### src/rtl/nco_phase_gen.sv
// NCO front end: phase accumulator + offset + LFSR dither feeding the CORDIC rotator; outputs register one cycle after a tick.
// Config is double-buffered: o_cfg_ready drops on accept and returns when the shadow is applied on a tick or i_sync.
module nco_phase_gen #(
    parameter int unsigned FW    = 32,
    parameter int unsigned PW    = 23,
    parameter int unsigned IW    = 16,
    parameter int unsigned DIV_W = 16,
    parameter int unsigned DW    = 4
) (
    input  logic             i_clk,
    input  logic             i_reset,
    input  logic             i_en,
    input  logic             i_sync,
    input  logic             i_cfg_valid,
    output logic             o_cfg_ready,
    input  logic [FW-1:0]    i_freq,
    input  logic [PW-1:0]    i_phase_ofs,
    input  logic [IW-1:0]    i_amp,
    input  logic [DIV_W-1:0] i_div,
    input  logic             i_dither_en,
    output logic [PW-1:0]    o_phase,
    output logic [IW-1:0]    o_xval,
    output logic [IW-1:0]    o_yval,
    output logic             o_ce
);
    localparam logic [15:0]      LFSR_SEED = 16'hACE1;
    localparam logic [DIV_W-1:0] CNT_ONE   = DIV_W'(1);

    logic [FW-1:0]    acc_q, acc_d;
    logic [DIV_W-1:0] cnt_q, cnt_d;
    logic [FW-1:0]    freq_q, freq_d;
    logic [PW-1:0]    ofs_q, ofs_d;
    logic [IW-1:0]    amp_q, amp_d;
    logic [DIV_W-1:0] div_q, div_d;
    logic [FW-1:0]    sh_freq_q, sh_freq_d;
    logic [PW-1:0]    sh_ofs_q, sh_ofs_d;
    logic [IW-1:0]    sh_amp_q, sh_amp_d;
    logic [DIV_W-1:0] sh_div_q, sh_div_d;
    logic             pend_q, pend_d;
    logic [15:0]      lfsr_q, lfsr_d;
    logic [PW-1:0]    phase_q, phase_d;
    logic [IW-1:0]    xval_q, xval_d;
    logic [IW-1:0]    yval_q, yval_d;
    logic             ce_q, ce_d;

    logic          tick;
    logic          accept;
    logic          lfsr_fb;
    logic [PW-1:0] dith;

    assign tick    = i_en && (cnt_q == '0) && !i_sync;
    assign accept  = i_cfg_valid && !pend_q;
    assign lfsr_fb = lfsr_q[15] ^ lfsr_q[13] ^ lfsr_q[12] ^ lfsr_q[10];
    assign dith    = i_dither_en ? {{(PW-DW){lfsr_q[DW-1]}}, lfsr_q[DW-1:0]} : '0;

    always_comb begin
        acc_d     = acc_q;
        cnt_d     = cnt_q;
        freq_d    = freq_q;
        ofs_d     = ofs_q;
        amp_d     = amp_q;
        div_d     = div_q;
        sh_freq_d = sh_freq_q;
        sh_ofs_d  = sh_ofs_q;
        sh_amp_d  = sh_amp_q;
        sh_div_d  = sh_div_q;
        pend_d    = pend_q;
        lfsr_d    = lfsr_q;
        phase_d   = phase_q;
        xval_d    = xval_q;
        yval_d    = yval_q;
        ce_d      = 1'b0;

        if (i_sync) begin
            acc_d  = '0;
            cnt_d  = '0;
            lfsr_d = LFSR_SEED;
            // A pending shadow and a fresh accept are mutually exclusive since ready is low while pending.
            if (pend_q) begin
                freq_d = sh_freq_q;
                ofs_d  = sh_ofs_q;
                amp_d  = sh_amp_q;
                div_d  = sh_div_q;
                pend_d = 1'b0;
            end else if (accept) begin
                freq_d = i_freq;
                ofs_d  = i_phase_ofs;
                amp_d  = i_amp;
                div_d  = i_div;
            end
        end else begin
            if (accept) begin
                sh_freq_d = i_freq;
                sh_ofs_d  = i_phase_ofs;
                sh_amp_d  = i_amp;
                sh_div_d  = i_div;
                pend_d    = 1'b1;
            end
            if (tick) begin
                phase_d = acc_q[FW-1 -: PW] + ofs_q + dith;
                xval_d  = amp_q;
                yval_d  = '0;
                acc_d   = acc_q + freq_q;
                ce_d    = 1'b1;
                cnt_d   = div_q;
                lfsr_d  = {lfsr_q[14:0], lfsr_fb};
                // Apply on the sample boundary; the new divider takes effect on this reload.
                if (pend_q) begin
                    freq_d = sh_freq_q;
                    ofs_d  = sh_ofs_q;
                    amp_d  = sh_amp_q;
                    div_d  = sh_div_q;
                    cnt_d  = sh_div_q;
                    pend_d = 1'b0;
                end
            end else if (i_en && (cnt_q != '0)) begin
                cnt_d = cnt_q - CNT_ONE;
            end
        end
    end

    always_ff @(posedge i_clk) begin
        if (i_reset) begin
            acc_q     <= '0;
            cnt_q     <= '0;
            freq_q    <= '0;
            ofs_q     <= '0;
            amp_q     <= '0;
            div_q     <= '0;
            sh_freq_q <= '0;
            sh_ofs_q  <= '0;
            sh_amp_q  <= '0;
            sh_div_q  <= '0;
            pend_q    <= 1'b0;
            lfsr_q    <= LFSR_SEED;
            phase_q   <= '0;
            xval_q    <= '0;
            yval_q    <= '0;
            ce_q      <= 1'b0;
        end else begin
            acc_q     <= acc_d;
            cnt_q     <= cnt_d;
            freq_q    <= freq_d;
            ofs_q     <= ofs_d;
            amp_q     <= amp_d;
            div_q     <= div_d;
            sh_freq_q <= sh_freq_d;
            sh_ofs_q  <= sh_ofs_d;
            sh_amp_q  <= sh_amp_d;
            sh_div_q  <= sh_div_d;
            pend_q    <= pend_d;
            lfsr_q    <= lfsr_d;
            phase_q   <= phase_d;
            xval_q    <= xval_d;
            yval_q    <= yval_d;
            ce_q      <= ce_d;
        end
    end

    assign o_cfg_ready = !pend_q;
    assign o_phase     = phase_q;
    assign o_xval      = xval_q;
    assign o_yval      = yval_q;
    assign o_ce        = ce_q;

endmodule
### config.mk
export PLATFORM = sky130hd
export DESIGN_NAME = nco_phase_gen
export DESIGN_NICKNAME = d
export VERILOG_FILES = /design/src/rtl/nco_phase_gen.sv
export SDC_FILE = /design/constraint.sdc
export NUM_CORES = 1
export LEC_CHECK = 0
export BUFFER_PORTS_ARGS = -buffer_cell sky130_fd_sc_hd__buf_4
export CORE_AREA = 8 8 158 160
export CTS_BUF_LIST = sky130_fd_sc_hd__clkbuf_4
export DETAILED_ROUTE_END_ITERATION = 6
export DIE_AREA = 0 0 166 168
export PLACE_DENSITY_LB_ADDON = 0.12
export SLEW_MARGIN = 40
export SYNTH_ARGS = -nofsm -noshare
export SYNTH_HDL_FRONTEND = slang
export SYNTH_SLANG_ARGS = --single-unit
export TNS_END_PERCENT = 5
### constraint.sdc
create_clock -name i_clk -period 7.4 [get_ports i_clk]
set_input_delay 0.74 -clock i_clk [delete_from_list [all_inputs] [get_ports i_clk]]
set_output_delay 0.74 -clock i_clk [all_outputs]
set_load 0.02 [all_outputs]
Yosys cells after proc, flatten, opt, wreduce, memory -nomap -nowiden

Index checks and enable logic that the tools add are counted.

Bits in registers: 279
Input port bits: 93
Output and inout bits: 57
Logic and storage cells: 68

$add $sub $neg: 4
Eq/ne operators: 1
Mux-type cells: 27
Bitwise gates (word level): 4
Reductions and logical operators: 17

Operator list:

| cell                                                                  | count |
|---|---|
| 16-bit two-way mux                                                    | 12 |
| 32-bit two-way mux                                                    | 5 |
| 23-bit two-way mux                                                    | 6 |
| 23-bit adder                                                          | 2 |
| 32-bit adder                                                          | 1 |
| 16-bit logical NOT                                                    | 1 |
| 16-bit nonzero test                                                   | 1 |
| 16-bit by 1-bit subtractor with 16-bit output (second input constant) | 1 |
| 2-bit nonzero test                                                    | 4 |
| 2-bit AND reduction                                                   | 3 |
| 1-bit logical AND                                                     | 4 |
| 1-bit two-way mux                                                     | 4 |
| 3-bit by 1-bit != test with 1-bit output (second input constant)      | 1 |
| 3-bit AND reduction                                                   | 1 |
| 1-bit XOR                                                             | 3 |
| 1-bit logical NOT                                                     | 2 |
| 2-bit OR reduction                                                    | 1 |
| 1-bit NOT                                                             | 1 |

Depth between registers and ports, before layout

Gate-level depths: netlist (run 1).

Word-level depth: 5
Gate-level depth with buffers: 14
Mapped depth without buffers: 14

Worst setup path after synthesis (run 1)

Ideal clock, no wire load.

Path type: input to register
From: input port i_dither_en
To: register phase_q[15] (netlist: o_phase[15])
Setup time: 0.129 ns
Arrival time: 3.746 ns
Data required time: 7.271 ns
Path slack: 3.525 ns
Cell stages on the path: 11
Path buffers: 0
Cell sequence: and2_1 > fa_1 > ha_1 > nor2b_1 > o21a_1 > o21a_1 > o31a_1 > o31a_1 > a31oi_1 > xor2_1 > o21ai_0

Word-level cells in the longest chain between the ends: 2

RTL lines:

| what                 | RTL line | text |
|---|---|---|
| from (decl)          | 20       | `input logic i_dither_en,` |
| 23-bit two-way mux   | 54       | `assign dith = i_dither_en ? {{(PW-DW){lfsr_q[DW-1]}}, lfsr_q[DW-1:0]} : '0;` |
| 23-bit adder         | 100      | `phase_d = acc_q[FW-1 -: PW] + ofs_q + dith;` |
| to (signal assigned) | 153      | `phase_q <= phase_d;` |
| to (decl)            | 41       | `logic [PW-1:0] phase_q, phase_d;` |

Every way passes these cells.
A chain may end at the register's enable or synchronous reset.

Worst setup path in the final report (run 1)

From: register lfsr_q[3]
To: register phase_q[17] (netlist: o_phase[17])

Word-level cells in the longest chain between the ends: 2

RTL lines:

| what                   | RTL line | text |
|---|---|---|
| from (decl)            | 40       | `logic [15:0] lfsr_q, lfsr_d;` |
| from (signal assigned) | 152      | `lfsr_q <= lfsr_d;` |
| 23-bit two-way mux     | 54       |  |
| 23-bit adder           | 100      |  |

Every way passes these cells.

==> results of run 1 <==
==> logic make-up (layout without fill, tap and decap cells) <==
kind of cell | after synthesis | after routing | synth area share
AND/OR/NAND/NOR | 619 | 619 | 0.186
AO/OA/AOI/OAI | 474 | 474 | 0.198
flip-flops | 279 | 279 | 0.390
buffers and inverters | 174 | 310 | 0.0540
multiplexers | 91 | 91 | 0.0637
adder cells (fa/ha/maj) | 77 | 77 | 0.0799
XOR/XNOR | 45 | 45 | 0.0275
other | 1 | 18 | 0.000262
==> metrics by stage <==
stage | utilization | power (uW) | hold slack, ps | area (sq um)
final | 0.726 | 4330 | 324 | 16200
after global placement | 0.681 | 2970 | 437 | 15200
after global routing | 0.726 | 4610 | 292 | 16200
after detailed placement | 0.684 | 3010 | 445 | 15300
after CTS | 0.726 | 4360 | 266 | 16200
after floorplan | - | 2690 | 431 | 14400
==> final cells by class <==
cell class / count / area [sq um] / area share
well taps: 285 / 357 / 0.0220
inverters: 38 / 143 / 0.00878
multi-input cells: 1322 / 8060 / 0.496
clock buffers: 108 / 811 / 0.0499
repair buffers: 149 / 1170 / 0.0719
diodes: 2 / 5.00 / 0.000308
flip-flops and latches: 279 / 5590 / 0.344
clock inverters: 15 / 116 / 0.00716
==> Yosys cell counts, types with 6 or more instances <==
cell,count,area [sq um]
xnor2_1,31,272
nor2b_1,11,68.8
buf_1,8,30.0
dfxtp_1,279,5590
a21oi_1,218,1090
o22ai_1,20,125
nor2_1,134,503
o21a_1,8,60.1
a31oi_1,13,81.3
and3_1,10,62.6
nor3b_1,14,105
clkbuf_1,84,315
nand4_1,6,37.5
inv_1,38,143
o21ai_0,67,335
ha_1,53,663
a21o_1,23,173
nor3_1,25,125
mux2i_1,90,901
fa_1,24,480
xor2_1,14,123
a211oi_1,83,623
nand3_1,31,155
buf_2,21,105
o21bai_1,6,45.0
nand2b_1,7,43.8
nand2_1,347,1300
buf_4,21,158
nand3b_1,7,52.6
==> worst max-delay path, stage by stage, from the launching register on <==
cell	delay, ps
dfxtp_1	350
and2_2	530
fa_1	520
ha_1	360
nor2b_1	150
o21a_1	180
o21a_1	210
o41ai_1	400
o211a_1	320
nor3_1	70
mux2_2	280
o22ai_1	150
==> routing by layer <==
metal  global-route usage  share of wire  vias up
li1                     -              -     6344
met1                0.293           0.44     5914
met2                0.428           0.49      316
met3               0.0514          0.053       61
met4               0.0893          0.022        0
met5                    0              0        -
==> worst max path at each step <==
stage / endpoint / slack, ps / cells past startpoint
after floorplan: o_phase[15] / 3530 / 11
after global placement: o_phase[17] / 3100 / 12
after detailed placement: o_phase[17] / 3350 / 12
after CTS: o_phase[17] / 3830 / 11
after global routing: o_phase[18] / 3580 / 11
final: o_phase[17] / 3820 / 11
==> power by group through the flow <==
stage               logic [uW]  clock network (uW)  registers, uW
CTS                       1230                1380           1760
detailed placement        1220                   0           1790
finish                    1230                1340           1760
global placement          1180                   0           1780
floorplan                  906                   0           1780
global route              1370                1460           1770
==> flip-flops by register name, summed over array words and instances, names as in the netlist, 16 cells and up <==
| register | cells |
|---|---|
| acc_q | 32 |
| amp_q | 16 |
| cnt_q | 16 |
| div_q | 16 |
| freq_q | 32 |
| lfsr_q | 16 |
| o_phase | 23 |
| o_xval | 16 |
| ofs_q | 23 |
| sh_amp_q | 16 |
| sh_div_q | 16 |
| sh_freq_q | 32 |
| sh_ofs_q | 23 |
==> cell usage in the layout (no fill, tap or decap), drive strengths merged, types with 4 or more instances in the layout <==
master	n
a211oi	83
a21o	23
a21oi	218
a31oi	13
and2	6
and3	10
buf	148
clkbuf	109
clkinv	11
conb	16
dfxtp	279
fa	24
ha	53
inv	39
mux2i	90
nand2	347
nand2b	7
nand3	31
nand3b	7
nand4	6
nor2	136
nor2b	11
nor3	25
nor3b	14
nor4	6
o21a	8
o21ai	67
o21bai	6
o22ai	20
o41ai	4
or3	5
xnor2	31
xor2	14
==> impl_metrics.csv, run 1 <==
group,metric,value,unit
run_status,status,"finished, final reports clean",
finish,final_net_count,2036,
die,die_area,27900,sq um
pwr,vdd_drop_max,198,uV
timing,fin_crit,3580,ps
placement,gp_congestion,0.895,
yosys,async_flop_share,0,
clock_tree,cts_setup_buffers,0,
detailed_routing,drt_pass1_iterations,5,
die,initial_core_util,0.640,
critical_path,rrSetupSlack,3820,ps
yosys,synth_warnings,0,
min_path,min_to,"sh_ofs_q[6]",
die,coreArea,22400,sq um
clock_tree,cts-root-buf,"clkbuf_4",
placement,dp.cells,2073,
clock_tree,cts_resized,0,
placement,hpwlAfterDp,24300,um
critical_path,crit_fanout,20,
timing,drv_slew,0,
finish,nFillCells,1784,
critical_path,worstReg2RegStart,"lfsr_q[3]",
pwr,switching_share,0.346,
min_path,worstHoldPathCells,3,
pwr,comb_power_share,0.284,
finish,final_layout_size_suffix_gt1_frac,0.146,
timing,fin_skew,49.4,ps
pwr,power_density,266,nW/um^2
die,dieWidth,166,um
detailed_routing,drc,0,
yosys,synth_seq_cells,279,
critical_path,rr_endpoint,"o_phase[17]",
die,num_rows,55,
yosys,synth_edf_count,0,
flow_run,drv_cap,0,
detailed_routing,via_per_inst,5.75,
detailed_routing,via_count,12600,
grt,grtUsageTotal,0.245,
yosys,ys_types,66,
detailed_routing,ant_nets,0,
die,die_h,168,um
timing,slew_headroom,0.470,
critical_path,cp.arrival,4150,ps
grt,grt_max_degree,117,
clock_tree,htreeDepth,3,
die,ios,150,
critical_path,worstRegToRegCells,11,
yosys,avgSynthCellArea,8.14,sq um
clock_tree,holdBufCountCts,0,
min_path,hold_start,"i_phase_ofs[6]",
pwr,p_seq_frac,0.406,
finish,stdcell_count,2198,
critical_path,worstPathRequired,7970,ps
grt,grt_pass1_vias,12300,
pwr,clkPwrFrac,0.310,
timing,worstMarginPinSlew,792,ps
yosys,synth_area,14300,sq um
timing,grt_setup_unrepaired,"false",
timing,final.setup.tns,0,ps
timing,fmax,279,MHz
clock_tree,cts_made_buffers,76,
clock_tree,clk_latency,670,ps
critical_path,startpoint,"lfsr_q[3]",
grt,grt_pass1_wl,58100,um
detailed_routing,drt-initial-drc-count,784,
clock_tree,clock_sinks,279,
detailed_routing,wl,35200,um
placement,place_ws,3350,ps
finish,area_growth,13.4,%
yosys,yosysSeqAreaShare,0.390,
critical_path,crit_path_end_kind,"flip-flop",
grt,antenna_found_initial,1,
clock_tree,cts_tree,"built",
timing,period_share,0.484,
timing,hold_viol_final,0,
pwr,power_leakage,0.00671,uW
timing,layout_setup_ws,3820,ps
critical_path,worstSetupPathType,"reg -> reg",
detailed_routing,wl_per_cell,16.0,um
min_path,hold_path_class,"in -> reg",
yosys,synth_ff_type,"dfxtp_1",
timing,setup_viol,0,
clock_tree,cts_buffer_depth,3,
pwr,power.net_switching,1500,uW
yosys,syn_inst,1760,
placement,io_buffers,133,
pwr,p_int,2830,uW
clock_tree,clk_pin_slew_worst_paths,60,ps
critical_path,start_kind,"flip-flop",
grt,grt.overflow.total,0,
Note: power is estimated with default switching activity, not from simulation.
==> run 2: changes to the inputs <==
--- a/config.mk
+++ b/config.mk
@@ -6,10 +6,10 @@
 export NUM_CORES = 1
 export LEC_CHECK = 0
 export BUFFER_PORTS_ARGS = -buffer_cell sky130_fd_sc_hd__buf_4
-export CORE_AREA = 8 8 158 160
+export CORE_AREA = 8 8 163 165
 export CTS_BUF_LIST = sky130_fd_sc_hd__clkbuf_4
 export DETAILED_ROUTE_END_ITERATION = 6
-export DIE_AREA = 0 0 166 168
+export DIE_AREA = 0 0 171 173
 export PLACE_DENSITY_LB_ADDON = 0.12
 export SLEW_MARGIN = 40
 export SYNTH_ARGS = -nofsm -noshare
==> constraint.sdc (replaced) <==
create_clock -name i_clk -period 3.6 [get_ports i_clk]
set_input_delay 0.36 -clock i_clk [delete_from_list [all_inputs] [get_ports i_clk]]
set_output_delay 0.36 -clock i_clk [all_outputs]
set_load 0.02 [all_outputs]
==> run 2 against run 1 <==
Net effect:
- hold slack got worse by 260 ps
- wire length is 11% higher
- sequential share of layout area is 1.9 points lower
- first-iteration DRC count is 7.3% higher
- largest power group unchanged
- clock skew is 3.7 ps lower
- largest cell class unchanged
- fmax rose by 11%
- sequential power grew 110%
- flip-flop and latch count did not move
- critical path depth grew 3
- cell count rose by 6.1%
- setup slack got worse by 3500 ps
==> impl_metrics.csv, run 2 (synthesis gave the netlist of run 1 again) <==
group,metric,value,unit
timing,setup_viol,0,
detailed_routing,via_per_inst,5.61,
clock_tree,cts_tree,"built",
die,die_area,29600,sq um
critical_path,start_kind,"flip-flop",
min_path,hold_path_class,"in -> reg",
detailed_routing,wl,38900,um
critical_path,worstSetupPathType,"reg -> reg",
finish,final_cell_mix,"346 x nand2_1, 278 x dfxtp_1, 218 x a21oi_1",
detailed_routing,wl_per_cell,16.7,um
die,ios,150,
timing,final.setup.tns,0,ps
finish,area_growth,20.0,%
grt,grt.overflow.total,0,
pwr,power_leakage,0.00707,uW
timing,fmax,309,MHz
critical_path,cp_slowest_stage_delay,460,ps
placement,hpwlAfterDp,25700,um
timing,grt_setup_unrepaired,"false",
clock_tree,cts_made_buffers,74,
die,coreArea,24000,sq um
clock_tree,clock_sinks,279,
die,die_h,173,um
grt,grtUsageTotal,0.260,
grt,grt_pass1_vias,13100,
critical_path,crit_path_end_kind,"flip-flop",
grt,antenna_found_initial,4,
grt,grt_pass1_wl,63700,um
detailed_routing,met1Wirelength,16700,um
grt,grt_max_degree,83,
flow_run,drv_cap,0,
die,dieWidth,171,um
clock_tree,cts_buffer_depth,3,
detailed_routing,via_count,13100,
finish,final_layout_size_suffix_gt1_frac,0.139,
timing,hold_viol_final,0,
timing,period_share,0.899,
placement,io_buffers,133,
timing,worstMarginPinSlew,823,ps
critical_path,worstPathRequired,4170,ps
pwr,vdd_drop_max,438,uV
finish,final_net_count,2134,
timing,fin_skew,45.7,ps
detailed_routing,drc,0,
detailed_routing,drt-initial-drc-count,841,
critical_path,crit_slowest_cell,"fa_1",
clock_tree,cts-root-buf,"clkbuf_4",
placement,gp_congestion,0.896,
finish,top_regs,"acc_q: 32 flops, freq_q: 32 flops, sh_freq_q: 32 flops",
pwr,power_density,518,nW/um^2
detailed_routing,ant_nets,0,
die,num_rows,57,
timing,slew_headroom,0.451,
detailed_routing,drt_pass1_iterations,5,
detailed_routing,dr_wl_met3,1850,um
critical_path,crit_fanout,4,
die,initial_core_util,0.598,
clock_tree,htreeDepth,3,
critical_path,cp.arrival,3810,ps
timing,hold_ws,63.1,ps
detailed_routing,highest_layer,"met4",
timing,drv_slew,0,
pwr,finalPower,8900,uW
run_status,status,"finished, final reports clean",
timing,fin_crit,3240,ps
detailed_routing,wl_met2,19300,um
clock_tree,clk_pin_slew_worst_paths,60,ps
critical_path,crit_chain,"inv_1 -> fa_1 -> inv_1 -> ha_1 -> inv_1 -> fa_1 -> nor2b_1 -> o21a_1 -> o21a_1 -> o41ai_1 -> o211a_1 -> nor3_1 -> mux2_2 -> o22ai_1",
finish,nFillCells,1972,
critical_path,crit_path_frequent_cell,"inv_1",
clock_tree,clk_latency,690,ps
finish,final_common_cell,"nand2_1",
clock_tree,cts_resized,0,
==> run 2: through the flow <==
step | instance area, sq um | util | cells | setup WS (ps)
floorplan | 14400 | - | 1775 | 105
global placement | 15400 | 0.645 | 2123 | 365
detailed placement | 15400 | 0.645 | 2123 | 300
CTS | 17200 | 0.717 | 2329 | 346
global route | 17200 | 0.717 | 2333 | 102
finish | 17200 | 0.717 | 2333 | 363
==> run 2: timing repair <==
item / in CTS / in global routing
setup buffers: 0 / 0
hold endpoints to repair: 108 / 0
hold buffers: 89 / 0
==> run 2: where the power goes <==
part | internal, uW | switching [uW] | total [uW] | leakage (uW)
registers | 3380 | 232 | 3610 | 0.00228
clock network | 1290 | 1300 | 2590 | 0.000497
logic | 1020 | 1680 | 2700 | 0.00429
==> run 2: worst paths after layout <==
path,slack [ps],endpoint,startpoint,depth (start not counted)
worst max-delay path,360,o_phase[17],acc_q[10],14
worst min-delay path,60,pend_q,i_cfg_valid,3
worst max register to register,360,o_phase[17],acc_q[10],14
worst min register to register,440,lfsr_q[6],lfsr_q[5],2
==> run 2: layer usage <==
layer | GRT usage | up-vias
met5 | 0 | -
met4 | 0.108 | 0
met3 | 0.0471 | 78
met2 | 0.442 | 331
met1 | 0.318 | 6130
li1 | - | 6541
==> run 2: final cells by class <==
cell class	count	area, sq um	area share
Clock inverter	17	91.3	0.00531
Multi-Input combinational cell	1322	8040	0.468
Sequential cell	279	5590	0.325
Antenna cell	4	10.0	0.000582
Clock buffer	100	751	0.0437
Inverter	38	143	0.00830
Tap cell	324	405	0.0236
Timing Repair Buffer	249	2160	0.126
==> run 2: worst max-delay path, delay by kind of cell (launching register included) <==
family | cells | cell delay, ps
mux | 1 | 350
fa+ha+maj | 3 | 1050
flops | 1 | 350
compound gates | 5 | 850
simple gates | 2 | 320
buf+inv | 3 | 220
==> run 3: changes to the inputs <==
--- a/config.mk
+++ b/config.mk
@@ -6,11 +6,11 @@
 export NUM_CORES = 1
 export LEC_CHECK = 0
 export BUFFER_PORTS_ARGS = -buffer_cell sky130_fd_sc_hd__buf_4
-export CORE_AREA = 8 8 163 165
+export CORE_AREA = 8 8 179 181
 export CTS_BUF_LIST = sky130_fd_sc_hd__clkbuf_4
 export DETAILED_ROUTE_END_ITERATION = 6
-export DIE_AREA = 0 0 171 173
-export PLACE_DENSITY_LB_ADDON = 0.12
+export DIE_AREA = 0 0 187 189
+export PLACE_DENSITY = 0.69
 export SLEW_MARGIN = 40
 export SYNTH_ARGS = -nofsm -noshare
 export SYNTH_HDL_FRONTEND = slang
==> run 3 against run 2 <==
Net effect:
- cell count increased by 3.3%
- count of clock-buffer cells in the layout up 15
- final area grew 1.2%
- wire length is 1.4% lower
- sequential share of layout area shrank 0.40 points
- first-iteration DRC count decreased by 9.0%
- flip-flop and latch count did not move
- clock skew grew 10 ps
- register-to-register slack worse by 110 ps
- hold slack better by 27 ps
==> impl_metrics.csv, run 3 (synthesis gave the netlist of run 1 again) <==
group,metric,value,unit
grt,grt_max_degree,111,
grt,antenna_found_initial,1,
placement,io_buffers,133,
pwr,switching_share,0.351,
run_status,status,"finished, final reports clean",
timing,grt_setup_unrepaired,"false",
pwr,clkPwrFrac,0.315,
timing,period_share,0.928,
grt,grt.overflow.total,0,
grt,grt_pass1_vias,12600,
finish,final_util,0.595,
placement,hpwlAfterDp,25900,um
detailed_routing,via_count,13000,
pwr,power_density,526,nW/um^2
finish,final_cell_mix,"346 x nand2_1, 278 x dfxtp_1, 218 x a21oi_1",
critical_path,worstPathRequired,4200,ps
finish,final_layout_size_suffix_gt1_frac,0.145,
timing,fmax,299,MHz
min_path,worstHoldPathCells,3,
critical_path,crit_chain,"inv_1 -> fa_1 -> inv_1 -> ha_1 -> inv_1 -> fa_1 -> nor2b_1 -> o21a_1 -> o21a_1 -> o41ai_1 -> o211a_1 -> nor3_1 -> mux2_2 -> o22ai_1",
critical_path,rr_endpoint,"o_phase[17]",
die,initial_core_util,0.490,
timing,setup_viol,0,
detailed_routing,ant_nets,0,
grt,grt_pass1_wl,63000,um
timing,worstMarginPinSlew,840,ps
detailed_routing,drc,0,
detailed_routing,drt-initial-drc-count,765,
pwr,comb_power_share,0.290,
grt,grtUsageTotal,0.212,
critical_path,crit_path_frequent_cell,"inv_1",
critical_path,crit_slowest_cell,"fa_1",
timing,fin_crit,3340,ps
die,ios,150,
finish,final_net_count,2132,
timing,slew_headroom,0.433,
pwr,vdd_drop_max,322,uV
critical_path,rrSetupSlack,260,ps
finish,area_growth,21.5,%
min_path,hold_start,"i_cfg_valid",
clock_tree,clock_sinks,279,
clock_tree,cts_buffer_depth,3,
die,num_rows,63,
critical_path,worstSetupPathType,"reg -> reg",
clock_tree,cts_setup_buffers,0,
pwr,p_int,5930,uW
finish,top_regs,"acc_q: 32 flops, freq_q: 32 flops, sh_freq_q: 32 flops",
die,dieWidth,187,um
clock_tree,cts_tree,"built",
die,die_h,189,um
critical_path,worstRegToRegCells,14,
critical_path,worstReg2RegStart,"acc_q[10]",
critical_path,crit_fanout,4,
critical_path,crit_path_end_kind,"flip-flop",
clock_tree,cts_made_buffers,77,
detailed_routing,wl_per_cell,15.9,um
finish,final_common_cell,"nand2_1",
min_path,min_to,"pend_q",
die,coreArea,29200,sq um
detailed_routing,drt_pass1_iterations,5,
timing,fin_skew,56.1,ps
die,die_area,35300,sq um
clock_tree,clk_pin_slew_worst_paths,60,ps
pwr,p_seq_frac,0.395,
critical_path,cp.arrival,3940,ps
clock_tree,clk_latency,710,ps
flow_run,drv_cap,0,
critical_path,start_kind,"flip-flop",
clock_tree,htreeDepth,3,
min_path,hold_path_class,"in -> reg",
pwr,power_leakage,0.00715,uW
placement,gp_congestion,0.875,
critical_path,cp_slowest_stage_delay,470,ps
timing,drv_slew,0,
pwr,power.net_switching,3220,uW
timing,hold_viol_final,0,
clock_tree,cts-root-buf,"clkbuf_4",
detailed_routing,via_per_inst,5.38,
timing,final.setup.tns,0,ps
detailed_routing,wl,38400,um
run 3: final cells by class:
cell class | instances | area [sq um]
timing repair buffer | 244 | 2130
tap | 390 | 488
clock inverter | 20 | 134
clock buffer | 115 | 863
antenna | 2 | 5.00
sequential | 279 | 5590
inverter | 38 | 143
multi-input combinational | 1322 | 8050
fill | 2598 | 11800
run 3: worst max-delay path by stage:
| stage | startpoint | slack, ps | endpoint |
|---|---|---|---|
| after global routing | acc_q[10] | 50 | o_phase[17] |
| after global placement | i_dither_en | 360 | o_phase[17] |
| final | acc_q[10] | 260 | o_phase[17] |
| after CTS | acc_q[10] | 280 | o_phase[17] |
| after floorplan | i_dither_en | 110 | o_phase[15] |
| after detailed placement | i_dither_en | 240 | o_phase[17] |
run 3: power by group through the flow:
stage                     combinational (uW)  clock (uW)  sequential, uW
final                                   2650        2890            3610
after global routing                    2960        3160            3650
after CTS                               2660        2970            3620
after detailed placement                2570           0            3680
after global placement                  2520           0            3670
after floorplan                         1860           0            3660
run 3: repair_timing:
action,in CTS,in global routing
gates resized for setup,0,0
endpoints found under the hold margin,117,0
hold buffers,88,0
run 3: routing by layer:
layer | part of all wire | vias to the layer above | global-route usage | routed length (um)
met5 | 0 | - | 0 | 0
met4 | 0.026 | 0 | 0.0840 | 991
met3 | 0.045 | 77 | 0.0401 | 1750
met2 | 0.50 | 289 | 0.367 | 19000
met1 | 0.43 | 6026 | 0.258 | 16600
li1 | - | 6573 | - | -
run 3: critical path: cells and delay by family, from the launching register on:
kind            cells  cell delay (ps)
compound gates      5              900
mux                 1              350
buf+inv             3              210
fa+ha+maj           3             1060
simple gates        2              350
flops               1              350
run 3: stage by stage:
step                      cells  instance area (sq um)  setup slack, ps  hold WS [ps]  power (uW)
after floorplan            1775                  14400              105           431        5520
after global placement     2185                  15500              363           437        6200
after detailed placement   2185                  15500              243           443        6250
after CTS                  2408                  17400              283         0.112        9250
after global routing       2410                  17400             51.5          39.7        9770
final                      2410                  17400              258          90.4        9150
